<file path="src/rtl/mem_arb_pkg.sv">
// Shared types and default widths for the unified memory-port arbiter.
package mem_arb_pkg;

  localparam int ADDR_W_DEF = 32;
  localparam int DATA_W_DEF = 32;

  typedef enum logic [1:0] {
    ARB_IDLE,
    ARB_I_BUSY,
    ARB_D_BUSY
  } arb_state_t;

  typedef enum logic {
    GNT_I,
    GNT_D
  } arb_grant_t;

endpackage

</file>
<file path="src/rtl/mem_port_arbiter.sv">
// Arbitrates one single-ported, fixed-latency memory between the fetch
// (I-side) and memory (D-side) stages. Round-robin on conflicts, one
// access in flight at a time, single-cycle ready pulse at completion.
module mem_port_arbiter
  import mem_arb_pkg::*;
#(
  parameter int MEM_LATENCY = 2,
  parameter int ADDR_W      = ADDR_W_DEF,
  parameter int DATA_W      = DATA_W_DEF
) (
  input  logic              clk,
  input  logic              reset,
  input  logic              i_req,
  input  logic [ADDR_W-1:0] i_addr,
  output logic              i_ready,
  output logic [DATA_W-1:0] i_rdata,
  input  logic              d_req,
  input  logic              d_we,
  input  logic [ADDR_W-1:0] d_addr,
  input  logic [DATA_W-1:0] d_wdata,
  output logic              d_ready,
  output logic [DATA_W-1:0] d_rdata,
  output logic              mem_en,
  output logic              mem_we,
  output logic [ADDR_W-1:0] mem_addr,
  output logic [DATA_W-1:0] mem_wdata,
  input  logic [DATA_W-1:0] mem_rdata,
  output logic              grant_d
);

  localparam int                CNT_W    = $clog2(MEM_LATENCY + 1);
  localparam logic [CNT_W-1:0]  CNT_LOAD = CNT_W'(MEM_LATENCY);
  localparam logic [CNT_W-1:0]  CNT_LAST = CNT_W'(1);

  arb_state_t        state_q, state_d;
  arb_grant_t        last_grant_q, last_grant_d;
  logic [CNT_W-1:0]  cnt_q, cnt_d;
  logic [ADDR_W-1:0] addr_q, addr_d;
  logic              we_q, we_d;
  logic [DATA_W-1:0] wdata_q, wdata_d;

  logic busy;
  logic last_cycle;

  assign busy       = (state_q != ARB_IDLE);
  assign last_cycle = busy && (cnt_q == CNT_LAST);

  // State, counter and latched request registers.
  // NOTE: the latched address/data registers are reset too, so mem_* and
  // rdata are provably 0 out of reset rather than carrying X into the core.
  always_ff @(posedge clk or negedge reset) begin
    if (!reset) begin
      state_q      <= ARB_IDLE;
      last_grant_q <= GNT_I;
      cnt_q        <= '0;
      addr_q       <= '0;
      we_q         <= 1'b0;
      wdata_q      <= '0;
    end else begin
      // NOTE: sequential state uses non-blocking assignments only, so every
      // register samples the pre-edge values regardless of statement order.
      state_q      <= state_d;
      last_grant_q <= last_grant_d;
      cnt_q        <= cnt_d;
      addr_q       <= addr_d;
      we_q         <= we_d;
      wdata_q      <= wdata_d;
    end
  end

  // Next-state: grant selection in IDLE, countdown while busy.
  always_comb begin
    // NOTE: every target gets a default first so no path infers a latch.
    state_d      = state_q;
    last_grant_d = last_grant_q;
    cnt_d        = cnt_q;
    addr_d       = addr_q;
    we_d         = we_q;
    wdata_d      = wdata_q;
    case (state_q)
      ARB_IDLE: begin
        // D wins when alone, or on a tie when I was served last.
        if (d_req && (!i_req || last_grant_q == GNT_I)) begin
          state_d      = ARB_D_BUSY;
          last_grant_d = GNT_D;
          cnt_d        = CNT_LOAD;
          addr_d       = d_addr;
          we_d         = d_we;
          wdata_d      = d_wdata;
        end else if (i_req) begin
          state_d      = ARB_I_BUSY;
          last_grant_d = GNT_I;
          cnt_d        = CNT_LOAD;
          addr_d       = i_addr;
          we_d         = 1'b0;
          wdata_d      = '0;
        end
      end
      ARB_I_BUSY, ARB_D_BUSY: begin
        cnt_d = cnt_q - CNT_LAST;
        if (last_cycle) begin
          state_d = ARB_IDLE;
        end
      end
      default: state_d = ARB_IDLE;
    endcase
  end

  // Memory-side and requester-side outputs, all decoded from current state.
  always_comb begin
    mem_en    = busy;
    mem_we    = (state_q == ARB_D_BUSY) && we_q;
    mem_addr  = busy ? addr_q : '0;
    mem_wdata = busy ? wdata_q : '0;
    i_ready   = last_cycle && (state_q == ARB_I_BUSY);
    d_ready   = last_cycle && (state_q == ARB_D_BUSY);
    i_rdata   = i_ready ? mem_rdata : '0;
    d_rdata   = (d_ready && !we_q) ? mem_rdata : '0;
    grant_d   = (last_grant_q == GNT_D);
  end

endmodule

</file>
<file path="config.mk">
export PLATFORM = sky130hd
export DESIGN_NAME = mem_port_arbiter
export DESIGN_NICKNAME = d
export VERILOG_FILES = /design/src/rtl/mem_arb_pkg.sv /design/src/rtl/mem_port_arbiter.sv
export SDC_FILE = /design/constraint.sdc
export NUM_CORES = 1
export LEC_CHECK = 0
export CORE_MARGIN = 4
export CORE_UTILIZATION = 38
export CTS_CLUSTER_DIAMETER = 200
export DETAILED_ROUTE_END_ITERATION = 10
export PLACE_DENSITY = 0.93
export SLEW_MARGIN = 20
export SYNTH_ARGS = -nofsm -noshare
export SYNTH_HDL_FRONTEND = slang
export SYNTH_SLANG_ARGS = --single-unit
</file>
<file path="constraint.sdc">
create_clock -name clk -period 3.2 [get_ports clk]
set_input_delay 0.48 -clock clk [delete_from_list [all_inputs] [get_ports clk]]
set_output_delay 0.48 -clock clk [all_outputs]
set_load 0.05 [all_outputs]
</file>
==> flow_metrics.py <==
metrics = {
    "outcome": {
        "status": "completed",
    },
    "sta": {
        "tightest_slew_ns": 0.878,
        "grt_setup_unrepaired": "false",
        "setup_tns_ns": 0,
        "setup_ws_ns": 0.360,
        "hold_violations": 0,
        "slew_viol_final": 0,
        "setup_viol": 0,
        "period_needed_ns": 2.84,
        "max_clock_freq_mhz": 352,
        "finalCritPeriodShare": 0.887,
        "fin_skew_ns": 0.0107,
        "relSlewSlack": 0.415,
    },
    "die": {
        "fp.dieW_um": 108,
        "ios": 266,
        "core_um2": 9770,
        "die-area_um2": 11700,
        "die_h_um": 108,
        "num_rows": 36,
        "start_util": 0.391,
    },
    "clock_tree": {
        "cts.sinks": 70,
        "cts_buffers": 9,
        "cts_buffer_depth": 2,
        "root_buffer": "clkbuf_8",
        "clock_latency_ns": 0.34,
        "post_cts_resized": 0,
        "cts_setup_buffers": 0,
        "ctsHoldBuffers": 0,
        "htree_levels": 3,
        "cts.clk_slew.worst_paths_ns": 0.08,
        "cts_tree": "done",
    },
    "worst_setup_path": {
        "crit_arrival_ns": 2.36,
        "end_kind": "primary output",
        "crit_required_ns": 2.72,
        "start_kind": "flop",
        "path_cells": "inv_1 -> ha_2 -> buf_4 -> nor2b_1 -> clkdlybuf4s50_1",
        "path_max_fanout": 47,
        "cpPeakStageDelay_ns": 0.73,
        "slowest_stage": "clkdlybuf4s50_1",
        "rr_worst_depth": 6,
        "criticalPathCategory": "flop to primary output",
    },
    "final_layout": {
        "num-nets-final": 812,
        "fin_cells": 813,
        "final_layout_size_suffix_gt1_frac": 0.140,
        "area_growth_pct": 83.7,
        "multiInputGateArea_um2": 1890,
        "design_area_um2": 7030,
        "final-seq-area_um2": 1750,
        "antenna_cells": 0,
        "fillCellCount": 709,
    },
    "global_route": {
        "grt_max_degree": 71,
        "grt_use_total": 0.228,
        "grt_pass1_vias": 4231,
        "antenna_found_initial": 0,
        "grt_pass1_wl_um": 21000,
        "grt.overflow.total": 0,
    },
    "routing": {
        "vias": 4010,
        "ant_nets": 0,
        "post_drt_wl_per_cell_um": 17.1,
        "viasPerCell": 4.93,
        "drt-pass1-iter-count": 4,
        "drc": 0,
        "drt-total-wl_um": 13900,
        "drt_iter0_drc": 205,
    },
    "synth": {
        "yosys-top-cells-area": "dfrtp_1 (46%), and2_1 (11%), nor2b_1 (10%), a21oi_1 (8.5%), a22o_1 (7.6%)",
        "synthTopCellsByCount": "dfrtp_1 (70), a21oi_1 (65), and2_1 (65)",
        "synth_fp_nets": 562,
        "synthArstFlopShare": 1.00,
        "yosys_warnings": 0,
        "synth_top_area_cell": "dfrtp_1",
        "synth-main-ff-cell": "dfrtp_1",
        "syn-cell-area_um2": 3830,
        "synthSimpleGateAreaFrac": 0.294,
        "synth_top_family_by_area": "simple AND/OR/NAND/NOR gates",
        "synthMuxAreaShare": 0,
        "yosysSeqAreaShare": 0.458,
        "synth_cell_types": 31,
        "synthAdderAreaFrac": 0.0131,
        "synth_xor_area_frac": 0,
        "syn_avg_cell_area_um2": 9.00,
        "yosysTopAreaCellShare": 0.458,
        "yosysMostFrequentCell": "dfrtp_1",
        "synthCells": 425,
        "ys_ff_latch": 70,
        "synth_compound_area_frac": 0.183,
        "synth_edf_count": 0,
    },
    "pwr": {
        "seqPwrFrac": 0.245,
        "p_clk_frac": 0.122,
        "power.density_nw_per_um2": 923,
        "p_int_mw": 3.30,
        "p_sw_frac": 0.491,
        "vdd_drop_max_mv": 0.643,
        "leakagePower_nw": 3.03,
        "power_frac_comb": 0.633,
        "switching_power_mw": 3.19,
    },
    "placed_design": {
        "globalplace.congestion": 0.882,
        "dpl_worst_slack_ns": 0.728,
        "dpl.cell_count": 797,
        "port_buffers": 265,
        "hpwl_um": 11000,
        "dpl-instance-area_um2": 6810,
    },
    "run": {
        "cap_viol_max_count": 0,
    },
    "hold_path": {
        "hold_class": "input pin to asynchronous set/reset pin",
    },
}
-- path summary, 6_finish.rpt --
kind,slack [ns],endpoint,start
setup / recovery,0.36,mem_addr[11],state_q[1]
hold / removal,0.26,addr_q[8],reset
setup reg to reg,1.05,wdata_q[8],state_q[1]
hold reg to reg,0.50,wdata_q[13],wdata_q[13]
max in group asynchronous,2.37,we_q,reset
min in group clk,0.50,wdata_q[13],wdata_q[13]
-- per-layer routing --
layer | global-route usage | vias up | routed length [um]
li1 | - | 1906 | -
met1 | 0.241 | 1890 | 5000
met2 | 0.443 | 194 | 7600
met3 | 0.0501 | 20 | 1070
met4 | 0.0739 | 0 | 233
met5 | 0 | - | 0
-- layout make-up --
cell class	count	share of cell area
clock buffers	10	0.0196
clock inverters	6	0.0121
repair buffers	273	0.425
inverters	4	0.00214
well taps	133	0.0237
multi-input cells	317	0.269
flip-flops and latches	70	0.249
-- power by group through the flow --
stage          Clock (mW)  Sequential, mW  Combinational [mW]
6_report            0.792            1.59                4.11
5_1_grt             0.850            1.64                4.36
4_1_cts             0.806            1.59                4.14
3_5_place_dp            0            1.59                4.12
3_3_place_gp            0            1.57                4.04
2_1_floorplan           0            1.52                2.80
-- metrics by stage --
| stage | util | hold slack, ns | power [mW] |
|---|---|---|---|
| after global placement | 0.696 | 0.479 | 5.61 |
| after floorplan | - | 0.184 | 4.32 |
| after detailed placement | 0.696 | 0.484 | 5.71 |
| after CTS | 0.719 | 0.281 | 6.53 |
| after global routing | 0.719 | 0.311 | 6.85 |
| final | 0.719 | 0.262 | 6.49 |
-- critical path: cells and delay by family (launching register included) --
kind / cells / cell delay, ns
flops: 1 / 0.40
simple gates: 1 / 0.12
fa+ha+maj: 1 / 0.22
buf+inv: 3 / 1.27
-- cells in the final DEF, fill, tap and decap left out, drive strengths merged, types with 5 or more instances in the layout --
cell type / n
buf: 74
clkbuf: 10
nor2b: 64
dfrtp: 70
a22o: 33
and2: 65
clkdlybuf4s50: 199
a21oi: 65
o21ai: 5
nor2: 35
nand2: 32
-- cells by family (layout without fill, tap and decap cells) --
| group | after synthesis | count (layout) |
|---|---|---|
| compound gates | 110 | 110 |
| fa+ha+maj | 4 | 4 |
| buf+inv | 38 | 293 |
| flops | 70 | 70 |
| simple gates | 203 | 203 |
-- state kept, by name, indices dropped and copies added, names as in the netlist --
register / count
we_q: 1
wdata_q: 32
cnt_q: 2
grant_d: 1
state_q: 2
addr_q: 32
Power figures use the tool's default switching activity.
